**config.mk**
```make
export PLATFORM = sky130hd
export DESIGN_NAME = stack_access_unit
export DESIGN_NICKNAME = d
export VERILOG_FILES = /design/src/rtl/stack_access_unit.sv
export SDC_FILE = /design/constraint.sdc
export NUM_CORES = 1
export LEC_CHECK = 0
export CAP_MARGIN = 10
export CORE_MARGIN = 4
export CORE_UTILIZATION = 30
export CTS_CLUSTER_DIAMETER = 150
export DETAILED_ROUTE_END_ITERATION = 8
export DONT_BUFFER_PORTS = 1
export SETUP_SLACK_MARGIN = 0.2
export SKIP_CTS_REPAIR_TIMING = 1
export SLEW_MARGIN = 20
export SYNTH_ARGS = -nofsm -noshare
export SYNTH_HDL_FRONTEND = slang
export SYNTH_SLANG_ARGS = --single-unit
export TNS_END_PERCENT = 30
```
**constraint.sdc**
```tcl
create_clock -name clk -period 6.85 [get_ports clk]
set_clock_uncertainty 0.15 [all_clocks]
set_input_delay 1.37 -clock clk [delete_from_list [all_inputs] [get_ports clk]]
set_output_delay 1.37 -clock clk [all_outputs]
set_load 0.05 [all_outputs]
```
**src/rtl/stack_access_unit.sv**
```systemverilog
// MEM-stage stack sequencer: owns SP and occupancy, and issues multi-word
// PUSH/POP transfers one word per cycle against a single-port data memory.
module stack_access_unit #(
  parameter int DATA_W    = 16,
  parameter int ADDR_W    = 12,
  parameter int MAX_BEATS = 2,
  parameter int DEPTH     = 2048,
  parameter int SP_RESET  = 2047
) (
  input  logic                                 clk,
  input  logic                                 reset,
  input  logic                                 req_valid,
  output logic                                 req_ready,
  input  logic                                 req_push,
  input  logic [$clog2(MAX_BEATS+1)-1:0]       req_beats,
  input  logic [MAX_BEATS*DATA_W-1:0]          req_data,
  output logic                                 rsp_valid,
  output logic [MAX_BEATS*DATA_W-1:0]          rsp_data,
  output logic                                 stall_out,
  output logic                                 exc_overflow,
  output logic                                 exc_underflow,
  output logic                                 exc_badlen,
  output logic [ADDR_W-1:0]                    SP_val_out,
  output logic [ADDR_W:0]                      count_out,
  output logic [ADDR_W-1:0]                    mem_addr,
  output logic [DATA_W-1:0]                    mem_wdata,
  output logic                                 mem_we,
  output logic                                 mem_re,
  input  logic [DATA_W-1:0]                    mem_rdata
);

  localparam int BW    = $clog2(MAX_BEATS + 1);
  localparam int PW    = MAX_BEATS * DATA_W;
  localparam int CNT_W = ADDR_W + 1;

  typedef enum logic [1:0] {IDLE, XFER, DONE} state_t;

  state_t              state;
  logic [ADDR_W-1:0]   sp;
  logic [CNT_W-1:0]    count;
  logic                push_q;
  logic [BW-1:0]       beats_q;
  logic [BW-1:0]       k;
  logic [PW-1:0]       data_q;
  logic [PW-1:0]       hold;
  logic [PW-1:0]       hold_next;
  logic                last_beat;
  logic                is_badlen;
  logic                is_ovf;
  logic                is_udf;

  // Places one popped word into a payload; first-popped word lands in the top used slice.
  function automatic logic [PW-1:0] put_slice(input logic [PW-1:0] v, input int idx,
                                              input logic [DATA_W-1:0] w);
    logic [PW-1:0] r;
    r = v;
    r[idx*DATA_W +: DATA_W] = w;
    return r;
  endfunction

  assign last_beat  = (k == beats_q - BW'(1));
  assign is_badlen  = int'(req_beats) > MAX_BEATS;
  assign is_ovf     = req_push && (int'(count) + int'(req_beats) > DEPTH);
  assign is_udf     = !req_push && (int'(req_beats) > int'(count));

  always_comb begin
    hold_next = put_slice(hold, int'(beats_q) - 1 - int'(k), mem_rdata);
  end

  assign req_ready  = (state == IDLE);
  assign stall_out  = (state == XFER) || (state == DONE);
  assign mem_we     = (state == XFER) && push_q;
  assign mem_re     = (state == XFER) && !push_q;
  assign mem_addr   = push_q ? sp : sp + ADDR_W'(1);
  assign mem_wdata  = data_q[int'(k)*DATA_W +: DATA_W];
  assign SP_val_out = sp;
  assign count_out  = count;

  always_ff @(posedge clk) begin
    if (reset) begin
      state         <= IDLE;
      sp            <= ADDR_W'(SP_RESET);
      count         <= '0;
      k             <= '0;
      rsp_data      <= '0;
      rsp_valid     <= 1'b0;
      exc_overflow  <= 1'b0;
      exc_underflow <= 1'b0;
      exc_badlen    <= 1'b0;
    end else begin
      rsp_valid     <= 1'b0;
      exc_overflow  <= 1'b0;
      exc_underflow <= 1'b0;
      exc_badlen    <= 1'b0;
      case (state)
        IDLE: begin
          if (req_valid) begin
            push_q  <= req_push;
            beats_q <= req_beats;
            data_q  <= req_data;
            hold    <= '0;
            k       <= '0;
            if (is_badlen)
              exc_badlen <= 1'b1;
            else if (is_ovf)
              exc_overflow <= 1'b1;
            else if (is_udf)
              exc_underflow <= 1'b1;
            else if (req_beats == '0) begin
              // Zero-length pop completes with an all-empty payload.
              state     <= DONE;
              rsp_valid <= 1'b1;
              if (!req_push)
                rsp_data <= '0;
            end else
              state <= XFER;
          end
        end
        XFER: begin
          sp <= push_q ? sp - ADDR_W'(1) : sp + ADDR_W'(1);
          if (!push_q)
            hold <= hold_next;
          if (last_beat) begin
            state     <= DONE;
            rsp_valid <= 1'b1;
            count     <= push_q ? count + CNT_W'(beats_q) : count - CNT_W'(beats_q);
            if (!push_q)
              rsp_data <= hold_next;
          end else
            k <= k + BW'(1);
        end
        DONE: state <= IDLE;
        default: state <= IDLE;
      endcase
    end
  end

endmodule
```
; Word level (Yosys, flattened, before mapping)
; Cells that the tools add are included.
[totals]
reg_bits = 132
input_bits = 54
out_inout_bits = 93
elab_cells = 98
[op_classes]
addsub = 10
n_lt_le_gt_ge = 3
eq_ne = 12
n_shift = 3
n_mux = 35
bitwise = 3
n_reduce_logical = 19
[op_table]
columns = operator, count
row1 = $mux W32, 9
row2 = $pmux W32 S2, 2
row3 = $neg A8 Y33, 1
row4 = $shift A16 B33 Y32 const A, 1
row5 = $shiftx A16 B33 Y32, 1
row6 = $bwmux W32, 1
row7 = $shiftx A32 B7 Y16, 1
row8 = $mux W12, 2
row9 = $mux W2, 8
row10 = $ne A2 B2 Y1 const B, 8
row11 = $add A13 B2 Y14, 1
row12 = $gt A14 B12 Y1 const B, 1
row13 = $add A13 B2 Y13, 1
row14 = $gt A2 B13 Y1, 1
row15 = $mux W13, 1
row16 = $sub A13 B2 Y13, 1
row17 = $add A12 B1 Y12 const B, 1
row18 = $sub A12 B1 Y12 const B, 1
row19 = $mux W1, 9
row20 = $reduce_and A9 Y1, 1
row21 = $pmux W2 S2, 2
row22 = $reduce_and A3 Y1, 2
row23 = $reduce_and A5 Y1, 1
row24 = $reduce_or A5 Y1, 1
row25 = other kinds (20), 27

; Logic depth before layout (Yosys ltp)
; Gate-level depths: netlist of run 1.
[logic_depth]
ltp_word = 8
ltp_mapped = 16
ltp_nobuf = 14

; Worst setup path after synthesis of run 1
; Ideal clock, no wire load.
[synth_timing]
kind = in2reg
start = in reset
end = reg hold[0], enable pin
setup_ns = 0.501
arrival_ns = 4.711
required_time_ns = 6.199
slack_ns = 1.487
path_stages = 2
n_path_buf = 1
path_cell_list = clkbuf_1 nor4_1
[synth_between]
elab_chain_len = 2
[synth_rtl]
columns = element, line_no
row1 = from (decl), 11  ; input logic reset,
row2 = $not A1 Y1 (no source line), --
row3 = $reduce_and A4 Y1 (no source line), --
row4 = to (signal assigned), 122  ; hold <= hold_next;
row5 = to (decl), 45  ; logic [PW-1:0] hold;
; No other way between the ends.
; A chain may end at the register's enable or synchronous reset.

; Worst setup path in the final report of run 1
[layout_timing]
start = reg sp[2], in the netlist SP_val_out[2]
end = out mem_addr[11]
[layout_between]
elab_chain_len = 2
[layout_rtl]
columns = element, line_no
row1 = from (decl), 39  ; logic [ADDR_W-1:0] sp;
row2 = from (signal assigned), 82  ; sp <= ADDR_W'(SP_RESET);
row3 = from (signal assigned), 120  ; sp <= push_q ? sp - ADDR_W'(1) : sp + ADDR_W'(1);
row4 = $add A12 B1 Y12, 74  ; assign mem_addr = push_q ? sp : sp + ADDR_W'(1);
row5 = $mux W12, 74
row6 = to (decl), 25  ; output logic [ADDR_W-1:0] mem_addr,
; No other way between the ends.

==> impl_results.md, run 1 <==
* Via/cell ratio at 4.94
* Crit path time final at 4.81 ns
* Worst slew pin tran at 1.10 ns
* Post-Synthesis Cells at 682
* Hold Path Sink: state[1]
* Largest net degree at the start of global routing at 67
* Synth cell types at 69
* Total congestion overflow at 0
* Yosys warns at 0
* Hold path start: state[1]
* Routed WL at 16600 microns
* Die extent in y at 161 microns
* Rows at 55
* PnR Total Power at 0.00269 W
* Ant. Diodes at 0
* Post-synth net total at 768
* Maxcap violations at 0
* Setup TNS at 0 ns
* Critical path launch point type: register
* Pwr dens at 342 mW/mm^2
* Filler cells at 2309
* Hold Path Depth at 2
* Clock network power share at 32.9%
* Critical Path End Type: primary output
* Psw at 0.00107 W
* Post-Place Cells at 965
* Register bit total from synthesis at 132
* Nets at 757
* Status: completed
* Fmax at 0.208 GHz
* Capturing point of the worst reg2reg path: rsp_data[8]
* Mapped cell area at 0.00703 sq mm
* Clock Latency Late Sink at 0.42 ns
* Initial antenna violation count at 0
* Full die area at 0.0259 sq mm
* Core area at 0.0228 sq mm
* Gate power share at 28.1%
* CP arrival at 3.29 ns
* Flop2flop setup slack at 2.21 ns
* Slew Limit Headroom at 26.4%
* CTS max path bufs at 2
* Post-layout util at 34.4%
* IO Pins at 147
* Hold Violations, Final at 0
* Place WS at 2.06 ns
* Placer Congestion at 0.769
* Switch share at 39.8%
* Setup violators final at 0
* Worst EP required at 5.33 ns
* Initial Util at 30.8%
* Reg2Reg Depth at 12
* LEAKAGE at 2.66 nW
* Drt drc at 0
* Worst-path clk slew at 0.07 ns
* Vias in the first global route at 4894
* Asr flop ratio synth at 0%
* Clock sink count at 132
* Maximum vdd drop at 0.202 mV
* Worst setup path class: reg2out
* Synth Area per Inst at 10.3 sq um
* RSZ-0062 raised after global routing: no
* Share of post-route cells with drive strength above 1 at 10.2%
* Post-synth EDFFs at 67
* Crit path max fanout at 13
* Pins Over Slew Limit at 0
* Htree depth at 4
* TritonCTS buffer count at 17
* Detail Placement HPWL at 11200 microns
* Setup ws final at 2.04 ns
* Global Route Usage Sum at 12.9%
* Internal power at 0.00162 W
* Layout area overhead at 11.9%
* CTS Root Buffer Type: clkbuf_16
* Layout Cells excl Fill at 997
* Final worst-path cycle share at 70.2%
* Pre-Repair DR Iteration Count at 4
* Seq/Total Area, Yosys at 47.2%
* CTS tree: done
* Worst R2R Start: k[1]
* Ys flop type: edfxtp_1
* Vias at 4930
* Input/output buffers at 0
* Wire per inst at 16.7 microns
* Iteration-0 DRC Markers at 311
* ANT nets after route at 0
* HP Class: reg2reg
* Seq pwr share at 39.0%
* Die W at 161 microns
* First-pass GRT wire length at 26800 microns
==> power groups by stage <==
| stage | Combinational (W) | Sequential (W) | Clock [W] |
|---|---|---|---|
| 2_1_floorplan | 0.000657 | 0.00105 | 0 |
| 4_1_cts | 0.000770 | 0.00105 | 0.000918 |
| 3_3_place_gp | 0.000766 | 0.00107 | 0 |
| 6_report | 0.000758 | 0.00105 | 0.000886 |
| 5_1_grt | 0.000835 | 0.00106 | 0.000956 |
| 3_5_place_dp | 0.000767 | 0.00107 | 0 |
==> state kept, by name (all words and copies together) (netlist names), 2 cells and up <==
signal,flops
rsp_data,32
k,2
state,2
data_q,32
SP_val_out,12
beats_q,2
count_out,13
hold,32
==> placed cells by master, fill, tap and decap left out, types with 4 or more instances in the layout <==
cell type / instances
a21oi_1: 67
edfxtp_1: 67
dfxtp_1: 65
mux2i_1: 48
nor2_1: 46
nand2_1: 35
or3b_1: 32
o21ai_0: 28
ha_1: 28
o21ai_1: 27
nor2b_1: 26
inv_1: 21
clkbuf_16: 17
xor2_1: 14
xnor2_1: 12
nand3_1: 11
nor2b_2: 10
nor3_1: 10
buf_4: 9
and3_1: 7
nand2b_1: 7
o31ai_1: 6
nor3b_1: 5
a211oi_1: 5
o21bai_1: 5
inv_8: 5
inv_6: 5
or3_1: 4
==> synth_stat cells (all sizes together), types with 4 or more instances <==
| cell | number | share of area [%] |
|---|---|---|
| dfxtp | 65 | 19 |
| or3 | 4 | 0.36 |
| nor3b | 5 | 0.53 |
| o21bai | 5 | 0.53 |
| inv | 22 | 1.2 |
| nand2b | 7 | 0.62 |
| mux2i | 48 | 6.8 |
| nor3 | 11 | 0.94 |
| xnor2 | 13 | 1.6 |
| o31ai | 6 | 0.64 |
| a21oi | 67 | 4.8 |
| buf | 8 | 1.1 |
| nor2 | 47 | 2.5 |
| nand3 | 12 | 0.85 |
| nor4 | 4 | 0.36 |
| xor2 | 15 | 2.0 |
| clkbuf | 29 | 1.7 |
| o21ai | 55 | 3.9 |
| a211oi | 6 | 0.82 |
| nor2b | 36 | 3.6 |
| and3 | 8 | 0.73 |
| edfxtp | 67 | 29 |
| or3b | 32 | 4.0 |
| nand2 | 35 | 1.9 |
| ha | 29 | 5.2 |
==> layout make-up <==
cell class / instances / area (sq um) / area share, %
timing repair buffer: 9 / 67.6 / 0.859
multi-input combinational: 489 / 3440 / 43.7
inverter: 22 / 82.6 / 1.05
sequential: 132 / 3310 / 42.1
clock buffer: 18 / 439 / 5.58
clock inverter: 14 / 130 / 1.65
tap: 313 / 392 / 4.98
==> routing by layer <==
metal / share of wire, % / global-route usage, % / up-vias
met4: 1.2 / 3.80 / 0
met3: 7.7 / 5.28 / 17
li1: - / - / 2446
met5: 0 / 0 / -
met2: 46 / 20.8 / 137
met1: 45 / 15.8 / 2330
==> critical path, stage by stage (launching register included) <==
cell and delay (ns):
dfxtp_1 0.92, and4b_1 0.34, nand3_1 0.17, nor3_1 0.39
and3_1 0.25, xor2_1 0.79
==> how the worst max path moves through the flow <==
| stage | endpoint | from | slack (ns) | cells after the start |
|---|---|---|---|---|
| 4_1_cts | mem_addr[11] | SP_val_out[2] | 2.01 | 5 |
| 2_1_floorplan | hold[0] | reset | 1.49 | 2 |
| 6_report | mem_addr[11] | SP_val_out[2] | 2.04 | 5 |
| 3_5_place_dp | rsp_data[8] | k[1] | 2.06 | 12 |
| 5_1_grt | rsp_data[8] | k[1] | 1.79 | 12 |
| 3_3_place_gp | rsp_data[8] | k[1] | 2.19 | 12 |
==> stage by stage <==
stage / hold WS, ns / area, sq um
3_3_place_gp: 0.350 / 7290
2_1_floorplan: 0.342 / 7030
4_1_cts: 0.365 / 7860
3_5_place_dp: 0.357 / 7290
6_report: 0.359 / 7870
5_1_grt: 0.407 / 7870
==> cell families (layout without fill, tap and decap cells) <==
kind of cell / after synthesis / after routing / synth area share [%]
buffers and inverters: 61 / 63 / 4.29
adders and majority gates: 32 / 32 / 6.02
xor gates and xnor gates: 28 / 28 / 3.60
AOI/OAI and AO/OA: 163 / 163 / 13.8
muxes: 49 / 49 / 7.00
and+or+nand+nor: 217 / 217 / 18.1
DFF: 132 / 132 / 47.2
No activity file was read; power rests on OpenSTA's default activity.
==> inputs of run 2 (changes only) <==
==> constraint.sdc (replaced) <==
create_clock -name clk -period 4 [get_ports clk]
set_clock_uncertainty 0.15 [all_clocks]
set_input_delay 0.8 -clock clk [delete_from_list [all_inputs] [get_ports clk]]
set_output_delay 0.8 -clock clk [all_outputs]
set_load 0.05 [all_outputs]
==> impl_results.md, run 2 (same netlist as run 1, synthesis figures left out) <==
* Wire per inst at 16.4 microns
* Pins Over Slew Limit at 0
* Rows at 55
* Layout Cells excl Fill at 1040
* Share of post-route cells with drive strength above 1 at 18.4%
* Worst slew pin tran at 0.928 ns
* Via/cell ratio at 4.90
* HP Class: in2reg
* CP max stage delay at 0.43 ns
* Die extent in y at 161 microns
* Setup TNS at 0 ns
* Status: completed
* Input/output buffers at 0
* Layout area overhead at 19.4%
* Vias in the first global route at 4876
* Nets at 800
* Worst-path clk slew at 0.06 ns
* Die W at 161 microns
* CP startpoint: beats_q[0]
* Full die area at 0.0259 sq mm
* Critical Path End Type: register
* CP max-delay cell: fa_2
* Crit path time final at 3.77 ns
* CTS Root Buffer Type: clkbuf_16
* Multi-input combinational cell area at 0.00354 sq mm
* Fin Hold WS at 0.310 ns
* WP buf/inv at 5
* Maxcap violations at 0
* CTS tree: done
* Detail Placement HPWL at 11300 microns
* Placer Congestion at 0.766
* Initial antenna violation count at 0
* Top flop regs: data_q x32, hold x32, rsp_data x32
* Initial Util at 30.8%
* Leading cell types in the layout, fill and taps excluded: edfxtp_1, dfxtp_1, a21oi_1
* Place WS at 0.0501 ns
* Post-Place Cells at 999
* Clock sink count at 132
* CTS max path bufs at 2
* ANT nets after route at 0
* Critical path launch point type: register
* Total congestion overflow at 0
* Pre-Repair DR Iteration Count at 4
* Worst setup path class: reg2reg
* Htree depth at 4
* Ant. Diodes at 0
* IO Pins at 147
* Core area at 0.0228 sq mm
* Iteration-0 DRC Markers at 251
* CP arrival at 3.97 ns
* Slew Limit Headroom at 37.9%
* Worst EP required at 4.20 ns
* Routed WL at 17100 microns
* Pwr dens at 587 mW/mm^2
* Crit path max fanout at 8
* LEAKAGE at 2.93 nW
* Setup violators final at 0
* Commonest non-fill, non-tap cell in the layout: edfxtp_1
* Crit-path leading delay family: simple AND/OR/NAND/NOR gates
* CP Cell Sequence: inv_1 > ha_1 > inv_2 > fa_2 > inv_2 > nand3_2 > or3_4 > ha_4 > or4_4 > nor3_4 > buf_4 > clkbuf_16 > mux2i_1 > nor2b_1 > or3b_1 > a21oi_1
* Global Route Usage Sum at 12.7%
* Filler cells at 2286
* Worst R2R Start: beats_q[0]
* RSZ-0062 raised after global routing: yes
* Top cell by count, worst path: inv_2
* Final worst-path cycle share at 94.3%
* TritonCTS buffer count at 17
* Setup ws final at 0.227 ns
* Vias at 5098
* Hold path start: reset
* Clock Latency Late Sink at 0.41 ns
* Hold Violations, Final at 0
* Drt drc at 0
* First-pass GRT wire length at 26600 microns
* Maximum vdd drop at 0.255 mV
* Fmax at 0.265 GHz
* Largest net degree at the start of global routing at 67
* Seq. cell area at 0.00331 sq mm
-- run 2: worst register-to-register path, stage by stage, from the launching register on --
cell	delay, ns
edfxtp_1	0.36
inv_1	0.05
ha_1	0.29
inv_2	0.08
fa_2	0.43
inv_2	0.08
nand3_2	0.08
or3_4	0.34
ha_4	0.22
or4_4	0.43
nor3_4	0.15
buf_4	0.16
clkbuf_16	0.16
mux2i_1	0.08
nor2b_1	0.14
or3b_1	0.36
a21oi_1	0.14
-- run 2: layout make-up --
type                    count  share of cell area [%]
repair buffers             52                    5.25
clock buffers              19                    5.67
clock inverters            13                    1.72
inverters                  22                   0.984
flip-flops and latches    132                    39.5
well taps                 313                    4.67
multi-input cells         489                    42.2
-- run 2: path summary, 6_finish.rpt --
kind | endpoint | slack [ns] | depth (start not counted)
max | rsp_data[23] | 0.23 | 16
min | count_out[7] | 0.31 | 1
max reg2reg | rsp_data[23] | 0.23 | 16
min reg2reg | state[1] | 0.36 | 2
-- run 2: layer usage --
metal	global-route usage (%)	routed length [microns]	up-vias
li1	-	-	2537
met1	16.0	7540	2405
met2	20.7	8100	143
met3	4.39	1280	13
met4	4.11	176	0
met5	0	0	-
-- run 2: report_power, final --
part           switching [W]  leakage [nW]  internal [W]  total [W]
clock               0.000683         0.310      0.000964    0.00165
combinational        0.00105          1.46      0.000472    0.00152
sequential          0.000151          1.16       0.00160    0.00175
-- run 2: metrics by stage --
step	cell area, sq um	util, %	power, W
2_1_floorplan	7030	-	0.00293
3_3_place_gp	7580	33.2	0.00327
3_5_place_dp	7580	33.2	0.00328
4_1_cts	8200	35.9	0.00496
5_1_grt	8390	36.7	0.00519
6_report	8390	36.7	0.00492
==> inputs of run 3 (changes only) <==
--- a/config.mk
+++ b/config.mk
@@ -11,6 +11,7 @@
 export CTS_CLUSTER_DIAMETER = 150
 export DETAILED_ROUTE_END_ITERATION = 8
 export DONT_BUFFER_PORTS = 1
+export REMOVE_ABC_BUFFERS = 1
 export SETUP_SLACK_MARGIN = 0.2
 export SKIP_CTS_REPAIR_TIMING = 1
 export SLEW_MARGIN = 20
==> impl_results.md, run 3 (same netlist as run 1, synthesis figures left out) <==
* Hold Path Depth at 1
* Reg2Reg Depth at 16
* Via/cell ratio at 4.89
* Critical Path End Type: register
* Ant. Diodes at 0
* Layout Cells excl Fill at 1041
* Htree depth at 4
* CTS Root Buffer Type: clkbuf_16
* CTS tree: done
* Crit path max fanout at 8
* Input/output buffers at 0
* Wire per inst at 16.5 microns
* Detail Placement HPWL at 11000 microns
* Vias in the first global route at 5032
* Post-Place Cells at 997
* Setup TNS at 0 ns
* WL met2 at 7810 microns
* Full die area at 0.0259 sq mm
* Hold Path Sink: count_out[10]
* Rows at 55
* Place WS at 0.00828 ns
* Setup violators final at 0
* Hold path start: reset
* Worst setup path class: reg2reg
* Placer Congestion at 0.827
* Clock Latency Late Sink at 0.42 ns
* Layout area overhead at 19.6%
* Global Route Usage Sum at 12.9%
* Largest net degree at the start of global routing at 67
* Commonest non-fill, non-tap cell in the layout: edfxtp_1
* Die extent in y at 161 microns
* Worst slew pin tran at 0.958 ns
* Pins Over Slew Limit at 0
* IO Pins at 147
* Final worst-path cycle share at 93.9%
* Vias at 5095
* Status: completed
* Iteration-0 DRC Markers at 233
* Initial Util at 30.8%
* Nets at 801
* Core area at 0.0228 sq mm
* DR top layer: met4
* ANT nets after route at 0
* CP arrival at 3.95 ns
* Hold Violations, Final at 0
* Worst EP required at 4.20 ns
* Drt drc at 0
* Total congestion overflow at 0
* Worst R2R Start: beats_q[0]
* Maxcap violations at 0
* RSZ-0062 raised after global routing: yes
* Initial antenna violation count at 0
* Die W at 161 microns
* Flop2flop setup slack at 0.24 ns
* Post-Route M1 WL at 7930 microns
* Fmax at 0.266 GHz
* CP startpoint: beats_q[0]
* Capturing point of the worst reg2reg path: rsp_data[22]
* Share of post-route cells with drive strength above 1 at 19.5%
* First-pass GRT wire length at 27100 microns
* Routed WL at 17200 microns
* Top flop regs: data_q x32, hold x32, rsp_data x32
* CTS max path bufs at 2
* Worst-path clk slew at 0.07 ns
* Clock sink count at 132
* Met3 wire length at 1310 microns
* Pwr dens at 575 mW/mm^2
* Critical path launch point type: register
* LEAKAGE at 2.92 nW
* Pre-Repair DR Iteration Count at 4
* Crit path time final at 3.76 ns
* TritonCTS buffer count at 17
* Leading cell types in the layout, fill and taps excluded: edfxtp_1, dfxtp_1, a21oi_1
* Filler cells at 2323
* Setup ws final at 0.244 ns
* Slew Limit Headroom at 36.0%
* Maximum vdd drop at 0.292 mV
* HP Class: in2reg
run 3: cell types whose count changed in the layout (fill, tap and decap cells not counted), sizes merged:
| cell | change |
|---|---|
| bufinv | -1 |
| clkinvlp | +3 |
| clkbuf | -1 |
| clkinv | +1 |
| inv | -2 |
| buf | +1 |
run 3: worst max-delay path: stages, from the launching register on:
cell and delay (ns):
edfxtp_1 0.41, buf_6 0.15, ha_4 0.16, inv_4 0.05, fa_2 0.44, inv_2 0.10
nand3_2 0.07, or3_4 0.35, ha_4 0.22, or4_4 0.42, nor3_4 0.16, buf_6 0.13
clkbuf_16 0.16, mux2i_1 0.08, nor2b_1 0.14, or3b_1 0.35, a21oi_1 0.12
run 3: layer usage:
metal / up-vias / GRT usage [%]
met3: 10 / 5.26
met2: 133 / 20.6
met4: 0 / 3.30
met1: 2417 / 16.3
li1: 2535 / -
met5: - / 0
run 3: worst max path at each step:
stage	to	slack [ns]	cells past startpoint
2_1_floorplan	hold[0]	-1.25	4
3_3_place_gp	rsp_data[28]	0.11	15
3_5_place_dp	rsp_data[24]	0.008	15
4_1_cts	rsp_data[20]	-0.007	15
5_1_grt	rsp_data[22]	0.08	16
6_report	rsp_data[22]	0.24	16
run 3: stage by stage:
stage                     cell area (sq um)  hold slack, ns  utilization, %  power (W)
after floorplan                        6810           0.336               -    0.00286
after global placement                 7570           0.352            33.1    0.00326
after detailed placement               7570           0.355            33.1    0.00328
after CTS                              8150           0.279            35.7    0.00484
after global routing                   8400           0.276            36.8    0.00508
final                                  8400           0.312            36.8    0.00483
run 3: report_power, final:
group	total, W	leakage (nW)	internal, W	switching (W)
Sequential	0.00177	1.16	0.00160	0.000169
Combinational	0.00153	1.48	0.000489	0.00104
Clock	0.00153	0.277	0.000859	0.000671
run 3: layout make-up:
class	count	area (sq um)	share of cell area [%]
Sequential cell	132	3310	39.4
Multi-Input combinational cell	489	3560	42.4
Tap cell	313	392	4.66
Clock buffer	18	450	5.36
Timing Repair Buffer	53	464	5.53
Inverter	22	87.6	1.04
Clock inverter	14	131	1.56
